[config.mk]
export PLATFORM = sky130hd
export DESIGN_NAME = mult_seq
export DESIGN_NICKNAME = d
export VERILOG_FILES = /design/src/rtl/mult_seq_pkg.sv /design/src/rtl/mult_seq_add_bits.sv /design/src/rtl/mult_seq.sv
export SDC_FILE = /design/constraint.sdc
export NUM_CORES = 1
export LEC_CHECK = 0
export ABC_AREA = 1
export BUFFER_PORTS_ARGS = -buffer_cell sky130_fd_sc_hd__buf_2
export CORE_UTILIZATION = 50
export CTS_CLUSTER_SIZE = 24
export DETAILED_ROUTE_END_ITERATION = 7
export PLACE_DENSITY_LB_ADDON = 0.25
export SYNTH_ARGS = -nofsm -noshare
export SYNTH_HDL_FRONTEND = slang
export SYNTH_HIERARCHICAL = 1
export SYNTH_SLANG_ARGS = --single-unit
[constraint.sdc]
create_clock -name CLK -period 6.3 [get_ports CLK]
set_input_delay 0.945 -clock CLK [delete_from_list [all_inputs] [get_ports CLK]]
set_output_delay 0.945 -clock CLK [all_outputs]
set_load 0.01 [all_outputs]
[src/rtl/mult_seq_pkg.sv]
// mult_seq_pkg: state encoding and counter sizing shared by the sequential multiplier.
package mult_seq_pkg;
    typedef enum logic [1:0] {IDLE = 2'd0, CALC = 2'd1, DONE = 2'd2} state_e;

    function automatic int clog2(input int n);
        int r;
        r = 0;
        while ((1 << r) < n) r++;
        return (r < 1) ? 1 : r;
    endfunction
endpackage

[src/rtl/mult_seq_add_bits.sv]
// ADD_BITS: plain W-bit adder shared by accumulation and final negation.
module ADD_BITS #(
    parameter int W = 8
) (
    input  logic [W-1:0] a,
    input  logic [W-1:0] b,
    input  logic         cin,
    output logic [W-1:0] sum
);
    assign sum = a + b + W'(cin);
endmodule

[src/rtl/mult_seq.sv]
// mult_seq: shift-and-add multiplier, one multiplier bit per cycle, sign applied at the end.
module mult_seq
    import mult_seq_pkg::*;
#(
    parameter int BITS      = 8,
    parameter bit SIGNED_EN = 1'b1
) (
    input  logic            CLK,
    input  logic            RST_N,
    input  logic [BITS-1:0] _A,
    input  logic [BITS-1:0] _B,
    input  logic            SIGNED_,
    input  logic            IN_VALID,
    output logic            IN_READY,
    output logic [2*BITS-1:0] OUT_,
    output logic            OUT_VALID,
    input  logic            OUT_READY,
    output logic            BUSY
);
    localparam int PW = 2 * BITS;
    localparam int CW = clog2(BITS);

    state_e          state_q, state_d;
    logic [BITS-1:0] a_q, a_d, b_q, b_d;
    logic            sign_q, sign_d;
    logic [PW-1:0]   acc_q, acc_d, out_q, out_d;
    logic [CW-1:0]   cnt_q, cnt_d;
    logic [PW-1:0]   add_a, add_b, sum, res;
    logic            signed_op, last;

    ADD_BITS #(.W(PW)) u_add (.a(add_a), .b(add_b), .cin(1'b0), .sum(sum));

    // In DONE the adder computes ~acc + 1, so the negated product needs no second adder.
    always_comb begin
        signed_op = SIGNED_EN && SIGNED_;
        last      = (cnt_q == CW'(BITS - 1));
        add_a     = (state_q == DONE) ? ~acc_q : acc_q;
        add_b     = (state_q == DONE) ? PW'(1) : (b_q[cnt_q] ? (PW'(a_q) << cnt_q) : '0);
        res       = sign_q ? sum : acc_q;
        OUT_      = (state_q == DONE) ? res : out_q;
        state_d   = state_q;
        a_d       = a_q;
        b_d       = b_q;
        sign_d    = sign_q;
        acc_d     = acc_q;
        cnt_d     = cnt_q;
        out_d     = out_q;
        case (state_q)
            IDLE: if (IN_VALID) begin
                a_d     = (signed_op && _A[BITS-1]) ? -_A : _A;
                b_d     = (signed_op && _B[BITS-1]) ? -_B : _B;
                sign_d  = signed_op && (_A[BITS-1] ^ _B[BITS-1]);
                acc_d   = '0;
                cnt_d   = '0;
                state_d = CALC;
            end
            CALC: begin
                acc_d   = sum;
                cnt_d   = cnt_q + CW'(1);
                state_d = last ? DONE : CALC;
            end
            DONE: if (OUT_READY) begin
                out_d   = res;
                state_d = IDLE;
            end
            default: state_d = IDLE;
        endcase
    end

    always_ff @(posedge CLK or negedge RST_N) begin
        if (!RST_N) begin
            state_q <= IDLE;
            a_q     <= '0;
            b_q     <= '0;
            sign_q  <= 1'b0;
            acc_q   <= '0;
            cnt_q   <= '0;
            out_q   <= '0;
        end else begin
            state_q <= state_d;
            a_q     <= a_d;
            b_q     <= b_d;
            sign_q  <= sign_d;
            acc_q   <= acc_d;
            cnt_q   <= cnt_d;
            out_q   <= out_d;
        end
    end

    assign IN_READY  = (state_q == IDLE);
    assign OUT_VALID = (state_q == DONE);
    assign BUSY      = (state_q != IDLE);
endmodule

Word level (Yosys, flattened, before mapping)
Cells that the tools add are included.

Output and inout bits: 19. Bits of input ports: 21. Flip-flop bits (word level): 54.

Magnitude comparators: 1. Reductions and logical operators: 10. Equality and inequality tests: 5. Bitwise operators: 2. $add $sub $neg: 4. Multiplexer cells: 17. Shift operators: 1.

Operators by type and width (count): $mux 16 (6); $pmux 16 s2 (1); $add 16x16->16 (1); $mux 8 (2); $neg 8->8 (2); $not 16->16 (1); $shl 8x3->16 (1); $reduce_and 2->1 (4); $mux 2 (3); $pmux 2 s3 (1); $pmux 3 s2 (1); $lt 3x4->1 const B (1); $reduce_bool 2->1 (2); $add 3x1->3 const B (1); $bmux 1 s3 (1); $eq 3x3->1 const B (1); $logic_and 1x1->1 (3); $mux 3 (1); $eq 2x1->1 const B (1); $eq 2x2->1 const B (1); $logic_not 2->1 (1); $ne 2x1->1 const B (1); $ne 2x2->1 const B (1); $mux 1 (1); $xor 1x1->1 (1).

Logic depth before layout (Yosys ltp)
Gate-level depths: netlist of the first run.

Word-level depth: 7. Mapped depth: 22. Mapped depth without buffers: 21.

Hierarchy
Netlist of the first run, hierarchy kept.

Modules (own cells, without submodules): mult_seq (area each 3504.6 µm², instances 1, seq. area each 1351.3 µm², cells an instance 490); ADD_BITS (area each 983.4 µm², instances 1, seq. area each 0.0 µm², cells an instance 180).

Least setup slack after synthesis of the first run
OpenSTA, ideal clock, no wires.

Path kind: reg-to-output. Start: register state_q[1]. End: output OUT_[8]. Data required time: 5355 ps. Data arrival time: 2469 ps. Stages on the path, launching flop included: 17. Slack: 2886 ps. Path through: dfrtp_1 nand2_4 buf_6 buf_6 nand2_1 fa_1 inv_1 fa_1 inv_1 nand3_1 nand3_1 a21oi_1 xnor2_1 nand2_1 o21ai_0 nand2_1 o21ai_0.

Longest elaborated chain between the ends: 5.

Ends and longest elaborated chain: from (decl) (line mult_seq.sv:23) `state_e state_q, state_d;`; from (signal assigned) (line mult_seq.sv:80) `state_q <= state_d;`; $eq 2x2->1 (line mult_seq.sv:38) `add_b = (state_q == DONE) ? PW'(1) : (b_q[cnt_q] ? (PW'(a_q) << cnt_q) : '0);`; $mux 16 (line mult_seq.sv:38); via add_b[0] (line mult_seq.sv:28) `logic [PW-1:0] add_a, add_b, sum, res;`; $add 16x16->16 (line mult_seq_add_bits.sv:10) `assign sum = a + b + W'(cin);`; via sum[8] (line mult_seq.sv:28); $mux 16 (line mult_seq.sv:39) `res = sign_q ? sum : acc_q;`; $mux 16 (line mult_seq.sv:40) `OUT_ = (state_q == DONE) ? res : out_q;`; to (decl) (line mult_seq.sv:15) `output logic [2*BITS-1:0] OUT_,`.

The timed path passes the listed nets, and every way through them passes these cells.

Final worst setup path of the first run
Start: register cnt_q[1]. End: output OUT_[10].

Longest elaborated chain between the ends: 7.

Ends and longest elaborated chain: from (decl) (line mult_seq.sv:27) `logic [CW-1:0] cnt_q, cnt_d;`; from (signal assigned) (line mult_seq.sv:85) `cnt_q <= cnt_d;`; $bmux 1 s3 (line mult_seq.sv:38); $mux 1 (not written as such) (line mult_seq.sv:38); $mux 16 * (2 in series) (line mult_seq.sv:38); via add_b[5] (line mult_seq.sv:28); $add 16x16->16 * (line mult_seq_add_bits.sv:10); via sum[10] (line mult_seq.sv:28); $mux 16 * (line mult_seq.sv:39); $mux 16 * (line mult_seq.sv:40).

The timed path passes the listed nets; every way through them passes the cells marked *. The select of a mux whose other input is x is not followed.

==> results of run 1 <==
[layer usage]
layer,global-route usage (%),routed length (um),vias to the layer above
met5,0,0,-
met4,7.233,214,0
met3,2.312,328,14
met2,37.49,4453,80
met1,28.67,4646,1796
li1,-,-,2144
[final cells by class]
| class | instances | area, um^2 | share of cell area, % |
|---|---|---|---|
| Timing Repair Buffer | 41 | 210.2 | 4.401 |
| Sequential cell | 54 | 1351 | 28.29 |
| Inverter | 108 | 410.4 | 8.593 |
| Tap cell | 108 | 135.1 | 2.829 |
| Clock inverter | 1 | 30.03 | 0.6288 |
| Multi-Input combinational cell | 485 | 2562 | 53.65 |
| Clock buffer | 7 | 76.32 | 1.598 |
[through the flow]
step           cell area (um^2)  power, mW  setup WS, ns  hold WS, ns
3_5_place_dp               4669      2.241         2.098       0.4665
4_1_cts                    4776      2.486         1.741       0.4919
5_1_grt                    4776      2.750         1.368       0.5188
2_1_floorplan              4492      1.924         2.886       0.4492
3_3_place_gp               4669      2.216         2.170       0.4673
6_report                   4776      2.474         1.767       0.4855
[cell usage in the layout, fill, tap and decap left out, types with 3 or more instances in the layout]
cell      count
xnor2_1       4
nand2_1     219
inv_1        99
o21ai_1       9
xor2_1       22
nand3_1      56
nor3_2        4
buf_2        39
a21oi_2       3
nand2_2      12
o21ai_2      10
clkbuf_8      5
ha_1         18
a21oi_1      18
o21ai_0      65
nand4_1       5
inv_2         6
nor2_1       21
dfrtp_1      54
[worst min-delay path by stage]
stage / start / endpoint / slack [ns] / cells past startpoint
floorplan: b_q[7]$_DFFE_PN0P_ / b_q[7]$_DFFE_PN0P_ / 0.45 / 2
detailed placement: b_q[7]$_DFFE_PN0P_ / b_q[7]$_DFFE_PN0P_ / 0.47 / 2
global route: b_q[7]$_DFFE_PN0P_ / b_q[7]$_DFFE_PN0P_ / 0.52 / 2
CTS: b_q[7]$_DFFE_PN0P_ / b_q[7]$_DFFE_PN0P_ / 0.49 / 2
global placement: b_q[5]$_DFFE_PN0P_ / b_q[5]$_DFFE_PN0P_ / 0.47 / 2
finish: b_q[7]$_DFFE_PN0P_ / b_q[7]$_DFFE_PN0P_ / 0.49 / 2
[registers in the layout, summed over array words and instances, names as in the netlist]
register and flops:
state_q 2, a_q 8, sign_q 1, acc_q 16, cnt_q 3, out_q 16
b_q 8
[power groups by stage]
stage          Clock, mW  Sequential [mW]  Combinational (mW)
6_report           0.233            0.640                1.60
5_1_grt            0.258            0.665                1.83
4_1_cts            0.242            0.640                1.60
3_5_place_dp           0            0.648                1.59
3_3_place_gp           0            0.644                1.57
2_1_floorplan          0            0.577                1.35
[cell families (layout without fill, tap and decap cells)]
| kind of cell | after synthesis | after routing |
|---|---|---|
| adders and majority gates | 20 | 20 |
| xor gates and xnor gates | 26 | 26 |
| and+or+nand+nor | 330 | 330 |
| other | 1 | 2 |
| AOI/OAI and AO/OA | 107 | 107 |
| DFF | 54 | 54 |
| buffers and inverters | 132 | 157 |
[critical path: cells and delay by family, from the launching register on]
kind,cells,cell delay (ns)
AND/OR/NAND/NOR,10,1.13
adder cells (fa/ha/maj),1,0.30
AO/OA/AOI/OAI,4,0.65
flip-flops,1,0.63
buffers and inverters,3,0.55
==> results.yml, run 1 <==
outcome:
  status: "complete, no violations"
synthesis:
  synth_top_flop_cell: "dfrtp_1"
  synth_most_common_cell: "nand2_1"
  synth_area_leaders: "dfrtp_1 (30%), nand2_1 (18%), inv_1 (8.3%)"
  synthMuxAreaShare_pct: 0
  yosysSeqAreaShare_pct: 30.11
  synth_top_area_share_pct: 30.11
  synth_edf_count: 0
  ys_ff_latch: 54
  synthCells: 670
  yosys-top-cells-count: "nand2_1 (219), inv_1 (99), o21ai_0 (65)"
  synth_top_family_by_area: "simple AND/OR/NAND/NOR gates"
  synth_fa_ha_area_share_pct: 5.910
  yosys.area.top_type: "dfrtp_1"
  async_flop_share_pct: 100.0
  synth-warning-count: 6
  synth-compound-area-share_pct: 13.16
  synthSimpleGateAreaFrac_pct: 32.79
  synth_cell_types: 37
  synth_xor_area_share_pct: 5.074
  syn_area_mm2: 0.004488
  syn_avg_cell_area_um2: 6.699
sta:
  finalHoldViolCount: 0
  fin_crit_sh_pct: 71.95
  layout_min_cycle_time_ns: 4.533
  fin_skew_ns: 0.007083
  setup_violations: 0
  grt_setup_unrepaired: "false"
  worst_pin_slew_ns: 0.9683
  slew_headroom_pct: 35.44
  fin_tns_setup_ns: 0
  drv_slew: 0
  fmax_ghz: 0.2206
drt:
  drcViolationCount: 0
  routedWlPerCell_um: 11.99
  drt-pass1-iter-count: 4
  via_count: 4034
  avgViaCountPerCell: 5.017
  ant_nets: 0
  route.final.wire_length_mm: 9.643
  drt_iter0_drc: 130
global_routing:
  grt_usage_pct: 21.83
  grt_max_degree: 55
  overflow: 0
  grt_pass1_vias: 3805
  grt_pass1_wl_mm: 16.99
  antenna_found_initial: 0
hold_path:
  hold_class: "reg2reg"
clock_tree:
  cts_max_level: 2
  path_clk_slew_ns: 0.10
  insertion_delay_ns: 0.31
  numCtsBuffers: 5
  root_buffer: "clkbuf_8"
  cts_sinks: 54
  cts.repair.resized: 0
  cts_hold_buf: 0
  cts_setup_buffers: 0
  cts_max_path_buffers: 2
  cts_tree: "built"
setup_path:
  worst_r2r_endpoint: "out_q[10]$_DFFE_PN0P_"
  reg2regPathDepth: 17
  cp-startpoint: "cnt_q[1]$_DFFE_PN0P_"
  cp.arrival_ns: 3.59
  crit_chain: "inv_1 -> nand3_1 -> nand4_2 -> a21oi_1 -> ha_1 -> nand2_1 -> clkinv_1 -> a21oi_2 -> nand2_2 -> nand2_1 -> nand2_1 -> nand2_1 -> nand2_1 -> nand2_1 -> o21ai_0 -> nand2_1 -> o21ai_0 -> buf_2"
  worstPathRequired_ns: 5.35
  worstSetupPathType: "reg2out"
  end_kind: "output port"
  cp-endpoint: "OUT_[10]"
  crit_top_cell: "nand2_1"
  rrSetupSlack_ns: 3.04
  cp_max_fo: 15
  crit_path_max_incr_delay_ns: 0.63
  crit_slowest_cell: "dfrtp_1"
  worstSetupStartpointType: "flip-flop"
  r2r-start: "cnt_q[1]$_DFFE_PN0P_"
floorplan:
  dieWidth_um: 96.74
  core_mm2: 0.008721
  start_util_pct: 51.46
  die_y_um: 96.74
  ios: 40
  die-area_mm2: 0.009359
  rows: 34
power:
  power_switching_mw: 1.275
  ir_drop_v: 0.0001800
  combPwrFrac_pct: 64.7
  power_frac_seq_pct: 25.9
  internal-power_mw: 1.200
  p_sw_share_pct: 51.52
  leakagePower_nw: 2.552
  p_clk_share_pct: 9.4
  powerDensity_mw_per_mm2: 518.1
placement:
  io_buffer_count: 39
  dp.cells: 796
  hpwl_mm: 7.468
  gp_congestion: 0.9664
finish:
  nFillCells: 856
  antennaDiodeCount: 0
  layout-drive-gt1-share_pct: 13.65
  post-route-util_pct: 54.76
  layout.cells.non_filler: 804
  synthToLayoutAreaGrowth_pct: 6.412
  fin_nets: 736
flow_run:
  drv_cap: 0
No activity file was read; power rests on OpenSTA's default activity.
==> inputs of run 2 (changes only) <==
- clock period: 6.3 -> 3.8 ns (I/O delays scaled with it)
==> run 2 against run 1 <==
Total power rose by 98%. Global-route usage rose by 0.24 points. Sequential cell count did not move. Non-clock buffer count rose by 17. Die area did not move. Critical endpoint is now OUT_[13].
==> results.yml, run 2 (same netlist as run 1, synthesis figures left out) <==
sta:
  fin_crit_sh_pct: 97.36
  postLayoutSetupSlackWorst_ns: 0.1003
  fmax_ghz: 0.2703
  worst_pin_slew_ns: 1.280
  drv_slew: 0
  setup_violations: 0
  slew_headroom_pct: 14.67
  fin_skew_ns: 0.003929
  layout_min_cycle_time_ns: 3.700
  fin_tns_setup_ns: 0
  finalHoldViolCount: 0
  hold-worst-slack_ns: 0.2601
  grt_setup_unrepaired: "true"
hold_path:
  hold_class: "in2async"
floorplan:
  ios: 40
  die_y_um: 96.74
  dieWidth_um: 96.74
  core_mm2: 0.008721
  rows: 34
  start_util_pct: 51.46
  die-area_mm2: 0.009359
placement:
  io_buffer_count: 39
  postPlaceCellArea_mm2: 0.004700
  gp_congestion: 0.9371
  dp.cells: 800
  hpwl_mm: 7.738
  place_ws_ns: 0.2377
finish:
  final_common_cell: "nand2_1"
  fin_area_mm2: 0.005306
  layout-drive-gt1-share_pct: 25.84
  mostFrequentLayoutCells: "nand2_1 (209), inv_1 (95), dfrtp_1 (51)"
  post-route-util_pct: 60.85
  synthToLayoutAreaGrowth_pct: 18.23
  antennaDiodeCount: 0
  layout.cells.non_filler: 824
  fin_nets: 756
  top_regs: "acc_q (16), out_q (16)"
drt:
  avgViaCountPerCell: 5.214
  drt_iter0_drc: 156
  met2_length_mm: 5.395
  routedWlPerCell_um: 13.38
  drt-pass1-iter-count: 4
  drcViolationCount: 0
  ant_nets: 0
  via_count: 4296
  routed.top_layer: "met4"
  route.final.wire_length_mm: 11.03
  wl_met1_mm: 5.009
  routed-wl-met3_um: 363
power:
  leakagePower_nw: 2.702
  internal-power_mw: 2.376
  powerDensity_mw_per_mm2: 922.0
  ir_drop_v: 0.0004759
  p_sw_share_pct: 51.43
  p_clk_share_pct: 8.3
  power_switching_mw: 2.516
  power_mw: 4.893
  power_frac_seq_pct: 21.5
  combPwrFrac_pct: 70.2
clock_tree:
  cts_max_level: 2
  numCtsBuffers: 5
  path_clk_slew_ns: 0.11
  root_buffer: "clkbuf_8"
  cts_max_path_buffers: 2
  cts_tree: "built"
  cts_sinks: 54
  cts_hold_buf: 0
  insertion_delay_ns: 0.31
global_routing:
  grt_usage_pct: 22.07
  antenna_found_initial: 0
  grt_max_degree: 34
  grt_pass1_wl_mm: 17.31
  overflow: 0
  grt_pass1_vias: 3759
flow_run:
  drv_cap: 0
setup_path:
  end_kind: "output port"
  cp-startpoint: "cnt_q[0]$_DFFE_PN0P_"
  worstSetupPathType: "reg2out"
  worstSetupStartpointType: "flip-flop"
  r2r-start: "cnt_q[0]$_DFFE_PN0P_"
  cp_max_fo: 6
  worstPathRequired_ns: 3.23
  cp.arrival_ns: 3.13
  reg2regPathDepth: 21
  rrSetupSlack_ns: 1.01
outcome:
  status: "complete, no violations"
run 2: changes by cell type in the layout (fill, tap and decap cells not counted), sizes merged:
cell / before / now
buf: 41 / 58
clkbuf: 7 / 5
clkinv: 2 / 4
inv: 106 / 107
nand3: 59 / 60
nand4: 6 / 7
run 2: power by group through the flow:
stage          clock, mW  sequential [mW]  combinational [mW]
3_5_place_dp           0             1.05                2.72
2_1_floorplan          0            0.956                2.23
3_3_place_gp           0             1.04                2.66
5_1_grt            0.432             1.09                3.81
6_report           0.406             1.05                3.43
4_1_cts            0.411             1.04                2.74
run 2: critical path, cell delays in order, from the launching register on:
cell and delay (ns):
dfrtp_2 0.45, buf_12 0.14, buf_6 0.13, nand2_1 0.10, nand3_2 0.10, nand3_1 0.08, nand2_1 0.05, inv_1 0.06
a21oi_2 0.03, ha_1 0.35, nand2_1 0.09, nand2_1 0.08, nand2_1 0.13, nand2_2 0.08, a21oi_2 0.16, nand2_1 0.06
nand2_1 0.06, nand2_1 0.07, nand2_1 0.09, o21ai_2 0.13, nand2_1 0.13, o21ai_1 0.07, buf_2 0.15
run 2: per-layer routing:
layer | global-route usage (%) | up-vias
li1 | - | 2203
met1 | 29.61 | 1951
met2 | 38.41 | 121
met3 | 2.601 | 21
met4 | 4.248 | 0
met5 | 0 | -
run 2: final cells by class:
cell class,count,area [um^2]
multi-input cells,487,2919
clock buffers,5,68.82
clock inverters,3,43.79
repair inverters,1,6.256
flip-flops and latches,54,1355
repair buffers,58,366.6
inverters,108,411.6
well taps,108,135.1
fillers,810,3415
run 2: what timing repair did:
action,in CTS,in global routing
resized for setup,5,95
setup endpoints to repair,6,12
cloned,0,4
pin swaps,0,21
buffers inserted,0,12
run 2: final timing paths:
| path | to |
|---|---|
| hold reg to reg | b_q[7]$_DFFE_PN0P_ |
| setup reg to reg | out_q[13]$_DFFE_PN0P_ |
| setup / recovery | OUT_[13] |
| hold / removal | out_q[3]$_DFFE_PN0P_ |
| max in group asynchronous | cnt_q[0]$_DFFE_PN0P_ |
| min in group CLK | state_q[1]$_DFFE_PN0P_ |
==> inputs of run 3 (changes only) <==
- clock period: 3.8 -> 3.52 ns (I/O delays scaled with it)
==> run 3 against run 2 <==
The flow now finishes with violations (setup timing). Clock-buffer cell count grew 1. Worst hold slack lost 0.011 ns. Combinational power grew 24%. Highest routed layer unchanged.
==> results.yml, run 3 (same netlist as run 1, synthesis figures left out) <==
drt:
  drt_iter0_drc: 199
  ant_nets: 0
  route.final.wire_length_mm: 11.96
  routedWlPerCell_um: 14.34
  drcViolationCount: 0
  avgViaCountPerCell: 5.333
  via_count: 4448
  drt-pass1-iter-count: 5
sta:
  fmax_ghz: 0.2735
  layout_min_cycle_time_ns: 3.657
  fin_crit_sh_pct: 103.9
  drv_slew: 0
  finalHoldViolCount: 0
  setup_violations: 7
  grt_setup_unrepaired: "true"
  slew_headroom_pct: 18.48
  worst_pin_slew_ns: 1.223
  fin_skew_ns: 0.008847
  postLayoutSetupSlackWorst_ns: -0.1366
setup_path:
  crit_path_max_incr_delay_ns: 0.49
  reg2regPathDepth: 20
  end_kind: "output port"
  cp_max_fo: 6
  cp.arrival_ns: 3.13
  crit_top_cell: "nand2_2"
  worstPathRequired_ns: 2.99
  worstSetupStartpointType: "flip-flop"
  r2r-start: "cnt_q[0]$_DFFE_PN0P_"
  crit_chain: "clkinv_4 -> buf_4 -> nand2_4 -> nand3_4 -> nand4_4 -> a21oi_4 -> ha_4 -> nand2_2 -> nand2_2 -> a21oi_2 -> nand2_2 -> nand2_2 -> nand2_1 -> nand2_1 -> nand2_2 -> nand2_1 -> o21ai_2 -> nand2_1 -> o21ai_0 -> buf_2"
  worstSetupPathType: "reg2out"
  crit_slowest_cell: "dfrtp_2"
  rrSetupSlack_ns: 0.61
  worst_r2r_endpoint: "out_q[15]$_DFFE_PN0P_"
clock_tree:
  cts_sinks: 54
  root_buffer: "clkbuf_8"
  numCtsBuffers: 5
  cts_max_level: 2
  cts_tree: "built"
  insertion_delay_ns: 0.31
  path_clk_slew_ns: 0.10
  cts_max_path_buffers: 2
  cts_hold_buf: 0
finish:
  top_regs: "acc_q (16), out_q (16)"
  antennaDiodeCount: 0
  layout-drive-gt1-share_pct: 30.58
  fin_nets: 767
  layout.cells.non_filler: 834
  mostFrequentLayoutCells: "nand2_1 (190), inv_1 (91), o21ai_0 (52), dfrtp_1 (52), nand3_1 (44)"
  final_common_cell: "nand2_1"
  synthToLayoutAreaGrowth_pct: 24.64
  post-route-util_pct: 64.15
global_routing:
  grt_pass1_vias: 4116
  overflow: 0
  grt_usage_pct: 24.45
  grt_max_degree: 34
  antenna_found_initial: 0
  grt_pass1_wl_mm: 18.93
outcome:
  violations: "setup timing"
  status: "finished with violations"
placement:
  hpwl_mm: 8.028
  gp_congestion: 0.8957
  io_buffer_count: 39
  place_ws_ns: 0.02695
  dp.cells: 802
floorplan:
  core_mm2: 0.008721
  die-area_mm2: 0.009359
  start_util_pct: 51.46
  dieWidth_um: 96.74
  ios: 40
  die_y_um: 96.74
  rows: 34
flow_run:
  drv_cap: 0
power:
  leakagePower_nw: 2.808
  powerDensity_mw_per_mm2: 1025
  ir_drop_v: 0.0004487
hold_path:
  hold_class: "in2async"
-- run 3: changes by cell type in the layout (fill, tap and decap cells not counted), moves of 5 or more --
| cell | change |
|---|---|
| a21oi_2 | -7 |
| inv_2 | +5 |
| buf_4 | +11 |
| a21oi_4 | +7 |
| ha_1 | -5 |
| nand2_1 | -19 |
| nand2_4 | +7 |
| nand2_2 | +13 |
-- run 3: routing by layer --
| metal | GRT usage [%] | part of all wire (%) |
|---|---|---|
| met1 | 30.77 | 42 |
| met2 | 44.20 | 50 |
| met3 | 2.673 | 4.1 |
| met4 | 6.659 | 3.4 |
| met5 | 0 | 0 |
-- run 3: power by group --
group	leakage (nW)	switching, mW	internal (mW)	total, mW
Clock	0.0373	0.208	0.137	0.345
Sequential	0.650	0.210	0.920	1.13
Combinational	2.12	2.57	1.69	4.26
-- run 3: worst max path at each step --
stage	startpoint	depth (start not counted)	end	slack, ns
floorplan	state_q[1]$_DFFE_PN0P_	16	OUT_[8]	0.52
global placement	cnt_q[0]$_DFFE_PN0P_	19	OUT_[14]	0.12
detailed placement	cnt_q[0]$_DFFE_PN0P_	19	OUT_[14]	0.03
CTS	cnt_q[0]$_DFFE_PN0P_	19	OUT_[14]	-0.03
global route	cnt_q[0]$_DFFE_PN0P_	21	OUT_[10]	-0.34
finish	cnt_q[0]$_DFFE_PN0P_	20	OUT_[15]	-0.14
-- run 3: layout make-up --
| class | count | area (um^2) |
|---|---|---|
| Multi-Input combinational cell | 487 | 3149 |
| Fill cell | 753 | 3127 |
| Sequential cell | 54 | 1354 |
| Timing Repair Buffer | 69 | 455.4 |
| Inverter | 108 | 416.7 |
| Tap cell | 108 | 135.1 |
| Clock buffer | 6 | 72.57 |
| Clock inverter | 1 | 7.507 |
| Timing Repair inverter | 1 | 3.754 |
-- run 3: worst max-delay path, delay by kind of cell, from the launching register on --
family / cells / cell delay, ns
AOI/OAI and AO/OA: 4 / 0.57
adders and majority gates: 1 / 0.23
buffers and inverters: 3 / 0.37
and+or+nand+nor: 12 / 1.15
DFF: 1 / 0.49
-- run 3: timing repair --
action,4_1_cts,5_1_grt
pin swaps,4,38
setup endpoints to repair,12,14
buffers inserted,7,15
cloned,2,1
resized for setup,44,103
-- run 3: through the flow --
stage / area, um^2 / TNS (ns) / total power, mW / hold slack (ns)
finish: 5594 / -0.6222 / 5.735 / 0.2495
global route: 5594 / -3.041 / 6.214 / 0.2927
CTS: 5046 / -0.09142 / 4.789 / 0.2687
detailed placement: 4715 / 0 / 4.107 / 0.4748
global placement: 4715 / 0 / 4.013 / 0.4699
floorplan: 4492 / 0 / 3.443 / 0.2324
